==> config.mk <==
export PLATFORM = sky130hd
export DESIGN_NAME = flash_mem_responder_flat
export DESIGN_NICKNAME = d
export VERILOG_FILES = /design/src/rtl/flash_mem_responder_pkg.sv /design/src/rtl/flash_mem_responder_if.sv /design/src/rtl/flash_mem_responder_shifter.sv /design/src/rtl/flash_mem_responder.sv /design/src/flat_wrapper.sv
export SDC_FILE = /design/constraint.sdc
export NUM_CORES = 1
export LEC_CHECK = 0
export ABC_AREA = 1
export BUFFER_PORTS_ARGS = -buffer_cell sky130_fd_sc_hd__clkbuf_2
export CORE_ASPECT_RATIO = 2
export CORE_MARGIN = 2
export CORE_UTILIZATION = 55
export CTS_CLUSTER_SIZE = 8
export DETAILED_ROUTE_END_ITERATION = 6
export GPL_TIMING_DRIVEN = 0
export HOLD_SLACK_MARGIN = 0.02
export MAX_ROUTING_LAYER = met4
export PLACE_DENSITY = 0.83
export RECOVER_POWER = 100
export SYNTH_ARGS = -nofsm -noshare
export SYNTH_HDL_FRONTEND = slang
export SYNTH_SLANG_ARGS = --single-unit
==> constraint.sdc <==
create_clock -name clk -period 3.4 [get_ports clk]
set_input_delay 0.17 -clock clk [delete_from_list [all_inputs] [get_ports clk]]
set_output_delay 0.17 -clock clk [all_outputs]
set_load 0.005 [all_outputs]
==> src/rtl/flash_mem_responder_pkg.sv <==
// Shared constants, FSM state type and byte-order helper for the flash read responder.
package flash_mem_pkg;

    localparam logic [7:0] FLASH_READ_CMD = 8'h03;
    localparam int         FRAME_BITS     = 64;

    typedef enum logic [2:0] {
        IDLE,
        CS_SETUP,
        SHIFT,
        CS_HOLD,
        RESP
    } flash_state_t;

    // The flash streams bytes in ascending address order; the first byte received
    // lands in the least significant byte of the word (little-endian memory view).
    function automatic logic [31:0] bytes_to_word(input logic [31:0] rx);
        return {rx[7:0], rx[15:8], rx[23:16], rx[31:24]};
    endfunction

endpackage

==> src/rtl/flash_mem_responder_if.sv <==
// Data-memory request/response bus between the vproc mmu window and the flash responder.
interface flash_mem_responder_if #(
    parameter int MEM_W = 32
);
    logic                 mem_req_i;
    logic [31:0]          mem_addr_i;
    logic                 mem_we_i;
    logic [MEM_W/8-1:0]   mem_be_i;
    logic [MEM_W-1:0]     mem_wdata_i;
    logic                 mem_rvalid_o;
    logic                 mem_err_o;
    logic [MEM_W-1:0]     mem_rdata_o;

    modport master (
        output mem_req_i, mem_addr_i, mem_we_i, mem_be_i, mem_wdata_i,
        input  mem_rvalid_o, mem_err_o, mem_rdata_o
    );

    modport slave (
        input  mem_req_i, mem_addr_i, mem_we_i, mem_be_i, mem_wdata_i,
        output mem_rvalid_o, mem_err_o, mem_rdata_o
    );
endinterface

==> src/rtl/flash_mem_responder_shifter.sv <==
// SPI mode-0 frame engine: generates SCK phases, shifts a 64-bit frame out on MOSI
// and captures MISO into the same register, pulsing done at the end of the last high phase.
module spi_frame_shifter
    import flash_mem_pkg::*;
#(
    parameter int CLK_DIV = 2
) (
    input  logic        clk,
    input  logic        rst,
    input  logic        load,
    input  logic [63:0] frame_in,
    input  logic        run,
    input  logic        miso,
    output logic        sck,
    output logic        mosi,
    output logic        done,
    output logic [63:0] frame_out
);
    localparam int              PH_W    = $clog2(CLK_DIV) + 1;
    localparam logic [PH_W-1:0] PH_LAST = PH_W'(CLK_DIV - 1);
    localparam logic [5:0]      BIT_TC  = 6'(FRAME_BITS - 1);

    logic [PH_W-1:0] phase;
    logic            high;
    logic [5:0]      bit_cnt;
    logic [63:0]     sreg;
    logic            phase_end;
    logic            shift_now;

    assign phase_end = (phase == '0);
    assign shift_now = run && high && phase_end;
    assign done      = shift_now && (bit_cnt == BIT_TC);
    assign frame_out = sreg;

    // Phase down-counter, SCK level, shift register and bit counter.
    always_ff @(posedge clk or negedge rst) begin
        if (!rst) begin
            phase   <= '0;
            high    <= 1'b0;
            sck     <= 1'b0;
            mosi    <= 1'b0;
            bit_cnt <= '0;
            sreg    <= '0;
        end else if (load) begin
            sreg    <= frame_in;
            mosi    <= frame_in[63];
            phase   <= PH_LAST;
            high    <= 1'b0;
            sck     <= 1'b0;
            bit_cnt <= '0;
        end else if (run) begin
            if (!phase_end) begin
                phase <= phase - 1'b1;
            end else begin
                phase <= PH_LAST;
                high  <= !high;
                sck   <= !high;
                if (high) begin
                    // Sample at the end of the high phase; MOSI moves on to the next bit
                    // and idles low once the final bit has gone out.
                    sreg <= {sreg[62:0], miso};
                    mosi <= (bit_cnt == BIT_TC) ? 1'b0 : sreg[62];
                    if (bit_cnt != BIT_TC) begin
                        bit_cnt <= bit_cnt + 1'b1;
                    end
                end
            end
        end
    end

endmodule

==> src/rtl/flash_mem_responder.sv <==
// Flash read responder: turns word reads in the flash window into SPI READ (0x03)
// frames and returns the assembled word; writes and out-of-window accesses get an error.
//
// state    | meaning
// ---------+--------------------------------------------------------------
// IDLE     | waiting for a request; accepts one and decides read vs error
// CS_SETUP | cs_n low, sck low, first MOSI bit presented for CLK_DIV cycles
// SHIFT    | 64 SCK periods shifting command/address out and data in
// CS_HOLD  | cs_n still low, sck low for CLK_DIV cycles after the last bit
// RESP     | one-cycle rvalid with err/rdata, cs_n high
module flash_mem_responder
    import flash_mem_pkg::*;
#(
    parameter int          MEM_W     = 32,
    parameter int          CLK_DIV   = 2,
    parameter logic [31:0] BASE_ADDR = 32'h0100_0000
) (
    input  logic                  clk,
    input  logic                  rst,
    flash_mem_responder_if.slave  mem,
    output logic                  spi_cs_n_o,
    output logic                  spi_sck_o,
    output logic                  spi_mosi_o,
    input  logic                  spi_miso_i
);
    localparam int              PH_W    = $clog2(CLK_DIV) + 1;
    localparam logic [PH_W-1:0] PH_LAST = PH_W'(CLK_DIV - 1);

    flash_state_t    state_q, state_d;
    logic [PH_W-1:0] timer_q, timer_d;
    logic            cs_n_q, cs_n_d;
    logic            rvalid_q, rvalid_d;
    logic            err_q, err_d;
    logic [MEM_W-1:0] rdata_q, rdata_d;

    logic            load;
    logic            run;
    logic            done;
    logic            req_bad;
    logic [63:0]     frame_in;
    logic [63:0]     frame_out;
    logic            unused_bits;

    assign req_bad  = mem.mem_we_i || (mem.mem_addr_i[31:24] != BASE_ADDR[31:24]);
    assign frame_in = {FLASH_READ_CMD, mem.mem_addr_i[23:2], 2'b00, 32'h0000_0000};

    // Byte enables, write data and the low address bits have no effect on a read-only window.
    assign unused_bits = ^{mem.mem_be_i, mem.mem_wdata_i, mem.mem_addr_i[1:0], frame_out[63:32]};

    spi_frame_shifter #(
        .CLK_DIV (CLK_DIV)
    ) u_shifter (
        .clk       (clk),
        .rst       (rst),
        .load      (load),
        .frame_in  (frame_in),
        .run       (run),
        .miso      (spi_miso_i),
        .sck       (spi_sck_o),
        .mosi      (spi_mosi_o),
        .done      (done),
        .frame_out (frame_out)
    );

    // State and registered outputs.
    always_ff @(posedge clk or negedge rst) begin
        if (!rst) begin
            state_q  <= IDLE;
            timer_q  <= '0;
            cs_n_q   <= 1'b1;
            rvalid_q <= 1'b0;
            err_q    <= 1'b0;
            rdata_q  <= '0;
        end else begin
            state_q  <= state_d;
            timer_q  <= timer_d;
            cs_n_q   <= cs_n_d;
            rvalid_q <= rvalid_d;
            err_q    <= err_d;
            rdata_q  <= rdata_d;
        end
    end

    // Next state plus next values of the registered outputs (computed for the coming cycle).
    always_comb begin
        state_d  = state_q;
        timer_d  = timer_q;
        cs_n_d   = 1'b1;
        rvalid_d = 1'b0;
        err_d    = 1'b0;
        rdata_d  = rdata_q;
        load     = 1'b0;
        run      = 1'b0;
        unique case (state_q)
            IDLE: begin
                if (mem.mem_req_i) begin
                    if (req_bad) begin
                        state_d  = RESP;
                        rvalid_d = 1'b1;
                        err_d    = 1'b1;
                        rdata_d  = '0;
                    end else begin
                        state_d = CS_SETUP;
                        cs_n_d  = 1'b0;
                        timer_d = PH_LAST;
                        load    = 1'b1;
                    end
                end
            end
            CS_SETUP: begin
                cs_n_d = 1'b0;
                if (timer_q == '0) begin
                    state_d = SHIFT;
                end else begin
                    timer_d = timer_q - 1'b1;
                end
            end
            SHIFT: begin
                cs_n_d = 1'b0;
                run    = 1'b1;
                if (done) begin
                    state_d = CS_HOLD;
                    timer_d = PH_LAST;
                end
            end
            CS_HOLD: begin
                if (timer_q == '0) begin
                    state_d  = RESP;
                    rvalid_d = 1'b1;
                    rdata_d  = bytes_to_word(frame_out[31:0]);
                end else begin
                    cs_n_d  = 1'b0;
                    timer_d = timer_q - 1'b1;
                end
            end
            RESP: begin
                state_d = IDLE;
            end
            default: begin
                state_d = IDLE;
            end
        endcase
    end

    assign spi_cs_n_o       = cs_n_q;
    assign mem.mem_rvalid_o = rvalid_q;
    assign mem.mem_err_o    = err_q;
    assign mem.mem_rdata_o  = rdata_q;

endmodule
==> src/flat_wrapper.sv <==
// flat-port wrapper written by rule: the top's interface ports become plain ports
module flash_mem_responder_flat import flash_mem_pkg::*;
#(
    parameter int          MEM_W     = 32,
    parameter int          CLK_DIV   = 2,
    parameter logic [31:0] BASE_ADDR = 32'h0100_0000
)
  (clk, rst, spi_cs_n_o, spi_sck_o, spi_mosi_o, spi_miso_i, mem_mem_req_i, mem_mem_addr_i, mem_mem_we_i, mem_mem_be_i, mem_mem_wdata_i, mem_mem_rvalid_o, mem_mem_err_o, mem_mem_rdata_o);
  flash_mem_responder_if #(.MEM_W(MEM_W)) mem_i ();
  input  logic clk;
  input  logic rst;
  output logic spi_cs_n_o;
  output logic spi_sck_o;
  output logic spi_mosi_o;
  input  logic spi_miso_i;
  input wire logic [$bits(mem_i.mem_req_i)-1:0] mem_mem_req_i;
  input wire logic [$bits(mem_i.mem_addr_i)-1:0] mem_mem_addr_i;
  input wire logic [$bits(mem_i.mem_we_i)-1:0] mem_mem_we_i;
  input wire logic [$bits(mem_i.mem_be_i)-1:0] mem_mem_be_i;
  input wire logic [$bits(mem_i.mem_wdata_i)-1:0] mem_mem_wdata_i;
  output wire logic [$bits(mem_i.mem_rvalid_o)-1:0] mem_mem_rvalid_o;
  output wire logic [$bits(mem_i.mem_err_o)-1:0] mem_mem_err_o;
  output wire logic [$bits(mem_i.mem_rdata_o)-1:0] mem_mem_rdata_o;
  assign mem_i.mem_req_i = mem_mem_req_i;
  assign mem_i.mem_addr_i = mem_mem_addr_i;
  assign mem_i.mem_we_i = mem_mem_we_i;
  assign mem_i.mem_be_i = mem_mem_be_i;
  assign mem_i.mem_wdata_i = mem_mem_wdata_i;
  assign mem_mem_rvalid_o = mem_i.mem_rvalid_o;
  assign mem_mem_err_o = mem_i.mem_err_o;
  assign mem_mem_rdata_o = mem_i.mem_rdata_o;
  flash_mem_responder #(.MEM_W(MEM_W), .CLK_DIV(CLK_DIV), .BASE_ADDR(BASE_ADDR)) u_core (.clk(clk), .rst(rst), .mem(mem_i), .spi_cs_n_o(spi_cs_n_o), .spi_sck_o(spi_sck_o), .spi_mosi_o(spi_mosi_o), .spi_miso_i(spi_miso_i));
endmodule
### After elaboration in Yosys (flattened, before gate mapping)

Cells that the tools add are included.

* $add $sub $neg: 3
* eq/ne operators: 13
* mux-type cells: 46
* reductions and logical operators: 22

Operators with widths (count)
* two-way mux 63 bit: 4
* two-way mux 32 bit: 3
* case mux 32 bit (2 select lines): 1
* two-way mux 6 bit: 5
* two-way mux 1 bit: 17
* two-way mux 3 bit: 5
* two-way mux 2 bit: 7
* case mux 3 bit (4 select lines): 1
* AND reduction 4 bit: 3
* nonzero test 2 bit: 5
* inequality test 2 x 1 -> 1 bit, second input constant: 4
* inequality test 8 x 1 -> 1 bit, second input constant: 1
* adder 6 x 1 -> 6 bit, second input constant: 1
* == test 3 x 2 -> 1 bit, second input constant: 2
* == test 6 bit, second input constant: 1
* inequality test 2 bit, second input constant: 3
* inequality test 6 bit, second input constant: 1
* case mux 2 bit (3 select lines): 1
* AND reduction 5 bit: 1
* zero test 2 bit: 2
* OR reduction 2 bit: 2
* subtractor 2 x 1 -> 2 bit, second input constant: 2
* == test 3 x 1 -> 1 bit, second input constant: 1
* logical AND 1 bit: 3
* 8 further kinds: 8

* register bits after elaboration: 113
* input bits: 73
* output and inout bits: 37

### Depth between registers and ports, before layout

Gate-level depths: netlist of run 1.

* depth after elaboration: 7
* gate-level depth with buffers: 10
* mapped depth without buffers: 9

### Modules after synthesis

Synthesis of run 1 repeated with hierarchy kept, for this count alone.

* cells, all modules: 754
* area total of the unflattened synthesis: 5736.8 um^2

By module, submodules not included
* spi_frame_shifter: instances 1, cells an instance 478, area each 3689.8 um^2, sequential area each 1851.8 um^2
* flash_mem_responder: instances 1, cells an instance 276, area each 2047.0 um^2, sequential area each 1002.2 um^2

### Worst setup path before layout of run 1

OpenSTA, ideal clock, no wires.

* path kind: reg-to-reg
* start: register u_core.state_q[2]
* end: register u_core.u_shifter.sreg[57] (netlist: u_core.u_shifter.frame_out[57])
* arrival time: 1.221 ns
* data required time: 3.270 ns
* slack: 2.049 ns
* cell stages (with the launch flop): 9
* path through: dfrtp_1 > inv_2 > nand3_2 > nor2_4 > buf_6 > buf_2 > nand2_1 > o21ai_0 > nand2_1

* longest elaborated chain between the ends: 4

Ends and longest elaborated chain
* from (decl): line flash_mem_responder.sv:29 `flash_state_t state_q, state_d;`
* from (signal assigned): line flash_mem_responder.sv:75 `state_q <= state_d;`
* == test 3 x 2 -> 1 bit or zero test 3 bit (tied branches): line flash_mem_responder.sv:94 `unique case (state_q)`
* two-way mux 1 bit: line flash_mem_responder.sv:94
* nonzero test 2 bit (no source line)
* AND reduction 3 bit (no source line)
* to (signal assigned): line flash_mem_responder_shifter.sv:45 `sreg <= frame_in;`
* to (signal assigned): line flash_mem_responder_shifter.sv:61 `sreg <= {sreg[62:0], miso};`
* to (decl): line flash_mem_responder_shifter.sv:26 `logic [63:0] sreg;`

Several ways; a longest one is shown, not always the timed one.
A chain may end at the register's enable or synchronous reset.

### Final worst setup path of run 1

* start: register u_core.state_q[1]
* end: register u_core.u_shifter.sreg[46] (netlist: u_core.u_shifter.frame_out[46])

The elaborated chain is that of the path after synthesis.

==> metrics.txt, run 1 <==
result of the run=finished clean; internal power summed over all cells=3080 uW; hold buffer count at cts=1; hold_ws=~29 ps; unrepaired setup endpoints after global routing=no; number of distinct library cells after synthesis=22; worst-path maximum fanout=10; minimum clock period after layout=between 2000 and 2500 ps; vertical extent of the die=approximately 140 microns; share of layout cells above drive strength 1=roughly 15%; count of clock tree sinks=roughly 110; final hold violation count=0; overall via count from detail_route=4475; number of gates resized after cts=0; antenna violations before repair=0; initial cell density of the core=a little under three fifths; clock-pin slew reported for the worst setup and hold paths after clock tree synthesis=about 50 ps; first-iteration detailed-routing DRC count=between 300 and 400; yosys warns=0; mean post-synth cell area=about 8 sq um; critical path startpoint category=flip-flop; Ant. Diodes=0; worst setup margin=around 1000 ps; area of the die=10100 sq um; number of nets with antenna violations after detailed routing=0; startpoint-to-endpoint class of the critical path=flip-flop to flip-flop; gr usage total=between 20% and 30%; GRT overflow=0; relative contribution of sequential cells to total power=40.2%; final setup skew=between 6 and 7 ps; area overhead of the layout relative to synthesis=19.9%; Power Total=4480 uW; detailed-route DRC error count=0; Nets=between 800 and 900; length of the first detailed-routing pass in iterations=5; wire length of the first global-routing pass=20200 microns; Cell Pwr Density=~730 nW/um^2; GPL Wtd Cong=roughly 0.95; latest clock arrival within the worst-skew pair=around 400 ps; IR drop worst, VDD=approximately 0.58 mV; number of nets produced by synthesis=713; sum of negative setup slack=0 ps; post-layout utilization of the core=between 60% and 70%; number of flops mapped to enable cells by yosys=0; post-detailed-route wirelength per cell=~14 microns; maximum capacitance violations=0; number of global-route vias before repair=4598; Slew HR=about 40%; Root Driver=sky130_fd_sc_hd__clkbuf_16; register bit total from synthesis=roughly 110; ratio of final minimum period to clock period=just under 70%; pre-CTS setup slack=around 1700 ps; pin count of the biggest net entering global routing=114; buffers from clock root to sink, at most=2; number of rows in the core area=between 40 and 50; Inserted Clock Buffers=17; total setup violations reported at the end of the flow=0; share of total power in combinational logic=between 20% and 30%; required time of the critical path=approximately 3700 ps; clock group share of total power=37.9%; fraction of synthesized cell area taken by the top area cell type=54.7%; number of instances in the synthesized netlist=about 640; maximum clock frequency=between 400 and 500 MHz; Crit. End Element=flip-flop; via count normalized by instance count=between 5 and 6; post-synthesis instance area=between 5000 and 6000 sq um; most instantiated flip-flop cell in the synthesis netlist=sky130_fd_sc_hd__dfrtp_1; transition time at the pin with the least slew margin=about 900 ps; sequential cell area fraction in the yosys report=a little under three fifths; width of the die=around 72 microns; switching share of power=between 30% and 40%; Post-CTS Setup Inserts=0; Async SR Flop Fraction=100%; port buffer count=70; top cells by area in the synthesized netlist=sky130_fd_sc_hd__dfrtp_1, sky130_fd_sc_hd__nand2_1, sky130_fd_sc_hd__inv_1; signal arrival time at the worst endpoint=about 2600 ps; I/O pins=110; area of the placeable core=~9000 sq um; post-synthesis cell type with the largest combined area=sky130_fd_sc_hd__dfrtp_1; power dissipated by switching net loads=1400 uW; wire length reported by the detailed router=roughly 12000 microns; Worst Hold Class=primary input to flip-flop; deepest level of the CTS H-tree=4; leakage power=between 0.003 and 0.004 uW; final count of pins violating max slew=0; clock tree from TritonCTS=yes; detailed-placement wirelength estimate=~8300 microns
## critical path, stage by stage (launching register included)
cell and delay (ps):
sky130_fd_sc_hd__dfrtp_1 450, sky130_fd_sc_hd__inv_1 100, sky130_fd_sc_hd__nand2_1 100, sky130_fd_sc_hd__nor2_1 470, sky130_fd_sc_hd__nand4_1 510, sky130_fd_sc_hd__clkbuf_1 360, sky130_fd_sc_hd__nand3_1 160, sky130_fd_sc_hd__nand3_1 80
## power by group through the flow
stage	Sequential, uW	Combinational [uW]	Clock, uW
6_report	1800	979	1700
3_5_place_dp	1820	992	0
3_3_place_gp	1800	927	0
4_1_cts	1800	1010	1720
2_1_floorplan	1770	716	0
5_1_grt	1830	1120	1770
## flip-flops by register name (all words and copies together) (netlist names)
register	count
u_core.mem.mem_rdata_o	32
u_core.u_shifter.bit_cnt	6
u_core.spi_cs_n_o	1
u_core.u_shifter.mosi	1
u_core.timer_q	2
u_core.state_q	3
u_core.u_shifter.phase	2
u_core.mem.mem_err_o	1
u_core.u_shifter.high	1
u_core.u_shifter.frame_out	63
u_core.mem.mem_rvalid_o	1
## layer usage
layer / routed length, microns / vias up / GRT usage (%)
li1: - / 2163 / -
met5: 0 / - / -
met3: 509 / 43 / 6.55
met4: 478 / 0 / 15.0
met1: 4190 / 2136 / 25.6
met2: 6770 / 133 / 46.9
## layout by cell type, fill, tap and decap left out
cell type                       instances
sky130_fd_sc_hd__nand2_1              238
sky130_fd_sc_hd__dfrtp_1              112
sky130_fd_sc_hd__inv_1                 86
sky130_fd_sc_hd__clkbuf_2              60
sky130_fd_sc_hd__nand3_1               57
sky130_fd_sc_hd__o21ai_0               49
sky130_fd_sc_hd__clkbuf_1              27
sky130_fd_sc_hd__nand4_1               26
sky130_fd_sc_hd__nor2_1                22
sky130_fd_sc_hd__clkbuf_16             17
sky130_fd_sc_hd__buf_2                 15
sky130_fd_sc_hd__buf_6                  4
sky130_fd_sc_hd__clkbuf_8               4
sky130_fd_sc_hd__clkinv_2               4
sky130_fd_sc_hd__inv_2                  3
sky130_fd_sc_hd__a21oi_1                2
sky130_fd_sc_hd__ha_1                   2
sky130_fd_sc_hd__bufinv_16              2
sky130_fd_sc_hd__clkinv_1               1
sky130_fd_sc_hd__o21ai_1                1
sky130_fd_sc_hd__nand3_2                1
sky130_fd_sc_hd__nor2_4                 1
sky130_fd_sc_hd__o21bai_1               1
sky130_fd_sc_hd__nand2_2                1
sky130_fd_sc_hd__nor3_1                 1
sky130_fd_sc_hd__dlygate4sd3_1          1
sky130_fd_sc_hd__buf_1                  1
sky130_fd_sc_hd__dfstp_2                1
## logic make-up (layout without fill, tap and decap cells)
group	Yosys count	in the layout	share of synthesized area (%)
AND/OR/NAND/NOR	347	347	28.9
buffers and inverters	123	225	10.1
flip-flops	113	113	55.2
AO/OA/AOI/OAI	53	53	5.23
adder cells (fa/ha/maj)	2	2	0.488
## Yosys cell counts, drive strengths merged, types with 2 or more instances
| cell | n |
|---|---|
| nand2 | 239 |
| nand4 | 26 |
| o21ai | 50 |
| inv | 90 |
| nand3 | 58 |
| ha | 2 |
| nor2 | 23 |
| buf | 25 |
| a21oi | 2 |
| clkbuf | 8 |
| dfrtp | 112 |
## cell type report
type	count	area, sq um
repair buffers	71	358
clock buffers	25	485
plain buffers	33	173
multi-input cells	402	1750
fillers	735	2870
inverters	90	338
clock inverters	6	80.1
flip-flops and latches	113	2830
well taps	102	128
## worst paths after layout
| check | from | to | slack (ps) | cells past startpoint |
|---|---|---|---|---|
| max in group asynchronous | rst | u_core.u_shifter.frame_out[61] | 2330 | 2 |
| max reg2reg | u_core.state_q[1] | u_core.u_shifter.frame_out[46] | 1050 | 7 |
| min reg2reg | u_core.mem.mem_rdata_o[9] | u_core.mem.mem_rdata_o[9] | 460 | 2 |
| min in group asynchronous | rst | u_core.u_shifter.frame_out[55] | 430 | 2 |
| max | u_core.state_q[1] | u_core.u_shifter.frame_out[46] | 1050 | 7 |
| min | mem_mem_addr_i[4] | u_core.u_shifter.frame_out[36] | 30 | 3 |
## per-stage QoR
step	instance area (sq um)	cells
floorplan	5120	638
global placement	5600	810
detailed placement	5610	810
CTS	6180	842
global route	6140	842
finish	6140	842
No activity file was read; power rests on OpenSTA's default activity.
==> run 2: changes to the inputs <==
--- a/config.mk
+++ b/config.mk
@@ -9,13 +9,13 @@
 export BUFFER_PORTS_ARGS = -buffer_cell sky130_fd_sc_hd__clkbuf_2
 export CORE_ASPECT_RATIO = 2
 export CORE_MARGIN = 2
-export CORE_UTILIZATION = 55
+export CORE_UTILIZATION = 49
 export CTS_CLUSTER_SIZE = 8
 export DETAILED_ROUTE_END_ITERATION = 6
 export GPL_TIMING_DRIVEN = 0
 export HOLD_SLACK_MARGIN = 0.02
 export MAX_ROUTING_LAYER = met4
-export PLACE_DENSITY = 0.83
+export PLACE_DENSITY = 0.79
 export RECOVER_POWER = 100
 export SYNTH_ARGS = -nofsm -noshare
 export SYNTH_HDL_FRONTEND = slang
==> constraint.sdc (replaced) <==
create_clock -name clk -period 2 [get_ports clk]
set_input_delay 0.1 -clock clk [delete_from_list [all_inputs] [get_ports clk]]
set_output_delay 0.1 -clock clk [all_outputs]
set_load 0.005 [all_outputs]
==> metrics.txt, run 2 (synthesized netlist as in run 1, its figures left out) <==
ratio of final minimum period to clock period=93.3% (was 69.2%); gr usage total=23.7% (was 26.7%); final hold violation count=0 (unchanged); Crit. End Element=flip-flop (unchanged); pin count of the biggest net entering global routing=114 (unchanged); internal power summed over all cells=5430 uW (was 3080 uW); IR drop worst, VDD=0.847 mV (was 0.579 mV); relative contribution of sequential cells to total power=39.0% (was 40.2%); width of the die=76.3 microns (was 72.2 microns); number of global-route vias before repair=4745 (was 4598); Power Total=7890 uW (was 4480 uW); share of total power in combinational logic=21.7% (was 21.8%); power dissipated by switching net loads=2460 uW (was 1400 uW); wire length reported by the detailed router=12300 microns (was 11900 microns); maximum clock frequency=536 MHz (was 425 MHz); Worst Hold Class=primary input to flip-flop (unchanged); latest clock arrival within the worst-skew pair=420 ps (was 410 ps); Ant. Diodes=0 (unchanged); number of nets with antenna violations after detailed routing=0 (unchanged); port buffer count=70 (unchanged); transition time at the pin with the least slew margin=1500 ps (was 899 ps); family with the most delay on the worst path=buffers and inverters (was simple AND/OR/NAND/NOR gates); vertical extent of the die=149 microns (was 140 microns); critical-path cell with the highest stage delay=sky130_fd_sc_hd__dfrtp_1 (was sky130_fd_sc_hd__nand4_1); ordered list of cells on the worst path=inv_1 > nand3_1 > inv_1 > nand2_2 > clkbuf_2 > o21ai_0 > nand2_1 > inv_1 (was inv_1 > nand2_1 > nor2_1 > nand4_1 > clkbuf_1 > nand3_1 > nand3_1); number of rows in the core area=52 (was 49); wire length of the first global-routing pass=20700 microns (was 20200 microns); worst setup margin=133 ps (was 1050 ps); result of the run=finished clean (unchanged); detailed-route DRC error count=0 (unchanged); deepest level of the CTS H-tree=4 (unchanged); cell count after placement=843 (was 810); startpoint-to-endpoint class of the critical path=flip-flop to flip-flop (unchanged); max FFs per register=63 (unchanged); GRT overflow=0 (unchanged); clock tree from TritonCTS=yes (unchanged); area overhead of the layout relative to synthesis=26.2% (was 19.9%); initial cell density of the core=50.5% (was 56.8%); final count of pins violating max slew=0 (unchanged); critical path startpoint category=flip-flop (unchanged); Slew HR=0.0397% (was 40.1%); number of standard cells in the final layout excluding fillers=897 (was 842); final setup skew=6.30 ps (was 6.19 ps); worst-path maximum fanout=10 (unchanged); cell repeated most along the worst path=sky130_fd_sc_hd__inv_1 (was sky130_fd_sc_hd__nand3_1); maximum capacitance violations=0 (unchanged); clock group share of total power=39.3% (was 37.9%); antenna violations before repair=0 (unchanged); via count normalized by instance count=5.07 (was 5.31); buffers from clock root to sink, at most=2 (unchanged); count of filler cells inserted in the layout=852 (was 735); signal arrival time at the worst endpoint=2220 ps (was 2640 ps); length of the first detailed-routing pass in iterations=5 (unchanged); minimum clock period after layout=1870 ps (was 2350 ps); multi-input combinational cell area=1770 sq um (was 1750 sq um); pre-CTS setup slack=277 ps (was 1670 ps); Inserted Clock Buffers=17 (unchanged); Post-CTS Setup Inserts=0 (unchanged); switching share of power=31.2% (about the same); overall via count from detail_route=4548 (was 4475); delay of the slowest cell on the worst path=430 ps (was 510 ps); Nets=825 (was 803); leakage power=0.00360 uW (was 0.00348 uW); post-detailed-route wirelength per cell=13.7 microns (was 14.2 microns); count of clock tree sinks=113 (unchanged); Root Driver=sky130_fd_sc_hd__clkbuf_16 (unchanged); most common cell after layout, fill and taps aside=sky130_fd_sc_hd__nand2_1 (unchanged); share of layout cells above drive strength 1=16.0% (was 15.3%); detailed-placement wirelength estimate=8220 microns (was 8270 microns); buffering stage count on the worst path with inverters included=4 (was 2); sum of negative setup slack=0 ps (unchanged); total setup violations reported at the end of the flow=0 (unchanged); top library cells by usage in the layout, fill and taps aside=sky130_fd_sc_hd__nand2_1, sky130_fd_sc_hd__dfrtp_1, sky130_fd_sc_hd__inv_1, sky130_fd_sc_hd__clkbuf_2, sky130_fd_sc_hd__nand3_1 (unchanged); first-iteration detailed-routing DRC count=296 (was 369); clock-pin slew reported for the worst setup and hold paths after clock tree synthesis=50 ps (about the same); area of the placeable core=10100 sq um (was 9010 sq um); Cell Pwr Density=1220 nW/um^2 (was 730 nW/um^2); area of the die=11300 sq um (was 10100 sq um); required time of the critical path=2350 ps (was 3690 ps); GPL Wtd Cong=0.900 (was 0.953); unrepaired setup endpoints after global routing=no (unchanged); Reg area=2830 sq um (unchanged); I/O pins=110 (unchanged)
## run 2: changes by cell type in the layout (fill, tap and decap cells not counted), moves of 2 or more
cell	before	now
sky130_fd_sc_hd__dlygate4sd3_1	1	23
sky130_fd_sc_hd__clkbuf_2	60	71
sky130_fd_sc_hd__clkbuf_1	27	20
sky130_fd_sc_hd__buf_2	15	9
sky130_fd_sc_hd__clkinvlp_4	0	2
sky130_fd_sc_hd__inv_1	86	88
## run 2: final cells by class
| cell class | instances | share of cell area, % |
|---|---|---|
| Clock buffer | 22 | 7.49 |
| Inverter | 90 | 5.23 |
| Timing Repair Buffer | 93 | 8.83 |
| Clock inverter | 9 | 1.99 |
| Tap cell | 135 | 2.61 |
| Multi-Input combinational cell | 402 | 27.4 |
| Buffer | 33 | 2.67 |
| Sequential cell | 113 | 43.8 |
## run 2: per-layer routing
metal | vias to the layer above | GRT usage, % | wire, microns
met1 | 2163 | 22.1 | 4330
li1 | 2205 | - | -
met2 | 144 | 45.3 | 7100
met3 | 36 | 5.40 | 479
met5 | - | - | 0
met4 | 0 | 10.6 | 354
## run 2: path summary, 6_finish.rpt
path | startpoint | depth (start not counted) | slack [ps] | to
min in group asynchronous | rst | 2 | 610 | u_core.u_shifter.frame_out[53]
min | mem_mem_addr_i[15] | 3 | 50 | u_core.u_shifter.frame_out[47]
max | u_core.state_q[2] | 8 | 130 | u_core.u_shifter.frame_out[33]
max in group asynchronous | rst | 2 | 460 | u_core.u_shifter.frame_out[36]
min reg2reg | u_core.mem.mem_rdata_o[21] | 2 | 470 | u_core.mem.mem_rdata_o[21]
max reg2reg | u_core.state_q[2] | 8 | 130 | u_core.u_shifter.frame_out[33]
## run 2: timing repair
item | 4_1_cts | 5_1_grt
hold buffers | 23 | 0
resized for setup | 0 | 0
hold endpoints to repair | 134 | 0
## run 2: power by group through the flow
stage	registers, uW	clock network, uW	logic [uW]
final	3080	3100	1710
after global routing	3120	3220	1950
after CTS	3060	3120	1740
after detailed placement	3090	0	1680
after global placement	3060	0	1580
after floorplan	3010	0	1220
## run 2: per-stage QoR
stage	utilization (%)	hold WS [ps]	cell area, sq um
floorplan	-	-196	5120
global placement	55.6	373	5640
detailed placement	55.7	290	5650
CTS	64.0	28.6	6490
global route	63.7	49.2	6460
finish	63.7	49.1	6460
## run 2: worst register-to-register path: stages (launching register included)
cell	delay, ps
sky130_fd_sc_hd__dfrtp_1	430
sky130_fd_sc_hd__inv_1	150
sky130_fd_sc_hd__nand3_1	230
sky130_fd_sc_hd__inv_1	180
sky130_fd_sc_hd__nand2_2	160
sky130_fd_sc_hd__clkbuf_2	250
sky130_fd_sc_hd__o21ai_0	240
sky130_fd_sc_hd__nand2_1	90
sky130_fd_sc_hd__inv_1	80
==> run 3: changes to the inputs <==
--- a/config.mk
+++ b/config.mk
@@ -9,13 +9,14 @@
 export BUFFER_PORTS_ARGS = -buffer_cell sky130_fd_sc_hd__clkbuf_2
 export CORE_ASPECT_RATIO = 2
 export CORE_MARGIN = 2
-export CORE_UTILIZATION = 49
+export CORE_UTILIZATION = 51
+export CTS_BUF_LIST = sky130_fd_sc_hd__clkbuf_2 sky130_fd_sc_hd__clkbuf_4 sky130_fd_sc_hd__clkbuf_8
 export CTS_CLUSTER_SIZE = 8
 export DETAILED_ROUTE_END_ITERATION = 6
 export GPL_TIMING_DRIVEN = 0
 export HOLD_SLACK_MARGIN = 0.02
 export MAX_ROUTING_LAYER = met4
-export PLACE_DENSITY = 0.79
+export PLACE_DENSITY = 0.81
 export RECOVER_POWER = 100
 export SYNTH_ARGS = -nofsm -noshare
 export SYNTH_HDL_FRONTEND = slang
==> metrics.txt, run 3 (synthesized netlist as in run 1, its figures left out) <==
number of global-route vias before repair=4671 (was 4745); detailed-placement wirelength estimate=8270 microns (was 8220 microns); critical-path cell with the highest stage delay=sky130_fd_sc_hd__nor2_1 (was sky130_fd_sc_hd__dfrtp_1); area of the placeable core=9760 sq um (was 10100 sq um); Slew HR=-2.53% (was 0.0397%); via count normalized by instance count=5.11 (was 5.07); detailed-route DRC error count=0 (unchanged); latest clock arrival within the worst-skew pair=440 ps (was 420 ps); area of the die=10900 sq um (was 11300 sq um); top library cells by usage in the layout, fill and taps aside=sky130_fd_sc_hd__nand2_1, sky130_fd_sc_hd__dfrtp_1, sky130_fd_sc_hd__inv_1, sky130_fd_sc_hd__clkbuf_2, sky130_fd_sc_hd__nand3_1 (unchanged); Nets=826 (was 825); violations in the final reports=max-capacitance violations, max-slew violations; final hold violation count=0 (unchanged); worst-path maximum fanout=10 (unchanged); leakage power=0.00351 uW (was 0.00360 uW); post-detailed-route wirelength per cell=13.8 microns (was 13.7 microns); first-iteration detailed-routing DRC count=299 (was 296); critical path startpoint category=flip-flop (unchanged); gr usage total=25.3% (was 23.7%); Inserted Clock Buffers=17 (unchanged); deepest level of the CTS H-tree=4 (unchanged); total setup violations reported at the end of the flow=0 (unchanged); startpoint-to-endpoint class of the critical path=flip-flop to flip-flop (unchanged); vertical extent of the die=146 microns (was 149 microns); transition time at the pin with the least slew margin=1540 ps (was 1500 ps); count of filler cells inserted in the layout=799 (was 852); Ant. Diodes=0 (unchanged); port buffer count=70 (unchanged); post-layout utilization of the core=65.1% (was 63.7%); total non-filler cell area in the finished layout=6350 sq um (was 6460 sq um); share of layout cells above drive strength 1=15.3% (was 16.0%); post-detailed-placement cell area=5650 sq um (about the same); signal arrival time at the worst endpoint=2200 ps (was 2220 ps); number of nets with antenna violations after detailed routing=0 (unchanged); pre-CTS setup slack=277 ps (about the same); result of the run=finished with violations (was finished clean); antenna violations before repair=0 (unchanged); GPL Wtd Cong=0.839 (was 0.900); Worst Hold Class=primary input to flip-flop (unchanged); maximum capacitance violations=1 (was 0); unrepaired setup endpoints after global routing=no (unchanged); Root Driver=sky130_fd_sc_hd__clkbuf_8 (was sky130_fd_sc_hd__clkbuf_16); max FFs per register=63 (unchanged); delay of the slowest cell on the worst path=530 ps (was 430 ps); I/O pins=110 (unchanged); count of clock tree sinks=113 (unchanged); minimum clock period after layout=1820 ps (was 1870 ps); wire length of the first global-routing pass=20800 microns (was 20700 microns); final setup skew=10.8 ps (was 6.30 ps); number of rows in the core area=51 (was 52); sum of negative setup slack=0 ps (unchanged); pin count of the biggest net entering global routing=114 (unchanged); cell repeated most along the worst path=sky130_fd_sc_hd__nand2_1 (was sky130_fd_sc_hd__inv_1); Cell Pwr Density=1170 nW/um^2 (was 1220 nW/um^2); required time of the critical path=2380 ps (was 2350 ps); final count of pins violating max slew=114 (was 0); length of the first detailed-routing pass in iterations=5 (unchanged); most common cell after layout, fill and taps aside=sky130_fd_sc_hd__nand2_1 (unchanged); Post-CTS Setup Inserts=0 (unchanged); buffers from clock root to sink, at most=2 (unchanged); area overhead of the layout relative to synthesis=24.0% (was 26.2%); ratio of final minimum period to clock period=90.9% (was 93.3%); Crit. End Element=flip-flop (unchanged); ordered list of cells on the worst path=inv_2 > nand3_1 > nor2_1 > clkbuf_2 > nand2_1 > nand2_1 (was inv_1 > nand3_1 > inv_1 > nand2_2 > clkbuf_2 > o21ai_0 > nand2_1 > inv_1); worst setup margin=183 ps (was 133 ps); initial cell density of the core=52.5% (was 50.5%); maximum clock frequency=550 MHz (was 536 MHz); GRT overflow=0 (unchanged); IR drop worst, VDD=0.766 mV (was 0.847 mV); wire length reported by the detailed router=12300 microns (about the same); width of the die=74.9 microns (was 76.3 microns); clock-pin slew reported for the worst setup and hold paths after clock tree synthesis=70 ps (was 50 ps); overall via count from detail_route=4581 (was 4548); clock tree from TritonCTS=yes (unchanged)
run 3: worst max-delay path: cells and delay by family, from the launching register on:
family	cells	cell delay, ps
AND/OR/NAND/NOR	4	860
buffers and inverters	2	450
flip-flops	1	430
run 3: report_power, final:
part / switching, uW / internal [uW]
registers: 306 / 2760
logic: 1110 / 604
clock network: 960 / 1710
run 3: layout make-up:
| type | count | area, sq um | area share [%] |
|---|---|---|---|
| sequential | 113 | 2830 | 44.5 |
| tap | 132 | 165 | 2.60 |
| buffer | 33 | 176 | 2.78 |
| clock inverter | 12 | 229 | 3.60 |
| timing repair buffer | 94 | 572 | 9.00 |
| clock buffer | 20 | 275 | 4.33 |
| multi-input combinational | 402 | 1770 | 27.8 |
| inverter | 90 | 338 | 5.32 |
run 3: through the flow:
stage / total power [uW] / hold WS [ps] / cells
floorplan: 4230 / -196 / 638
global placement: 4640 / 377 / 840
detailed placement: 4770 / 285 / 840
CTS: 7490 / 51.2 / 896
global route: 7860 / 98.8 / 896
finish: 7450 / 70.7 / 896
run 3: path summary, 6_finish.rpt:
check	from	endpoint	slack (ps)	cells after the start
min reg2reg	u_core.mem.mem_rdata_o[19]	u_core.mem.mem_rdata_o[19]	470	2
max	u_core.state_q[2]	u_core.mem.mem_rdata_o[4]	180	6
min in group asynchronous	rst	u_core.mem.mem_rdata_o[6]	560	2
max reg2reg	u_core.state_q[2]	u_core.mem.mem_rdata_o[4]	180	6
min	mem_mem_req_i	u_core.mem.mem_err_o	70	3
max in group asynchronous	rst	u_core.u_shifter.frame_out[56]	440	2
run 3: what timing repair did:
action | 4_1_cts | 5_1_grt
resized for setup | 0 | 0
endpoints found under the setup margin | 0 | 0
hold buffers | 24 | 0
endpoints found under the hold margin | 135 | 0
run 3: layer usage:
layer / vias up / GRT usage (%) / wire [microns]
li1: 2216 / - / -
met1: 2177 / 25.4 / 4420
met2: 149 / 44.3 / 7000
met3: 39 / 5.26 / 468
met4: 0 / 12.1 / 446
met5: - / - / 0
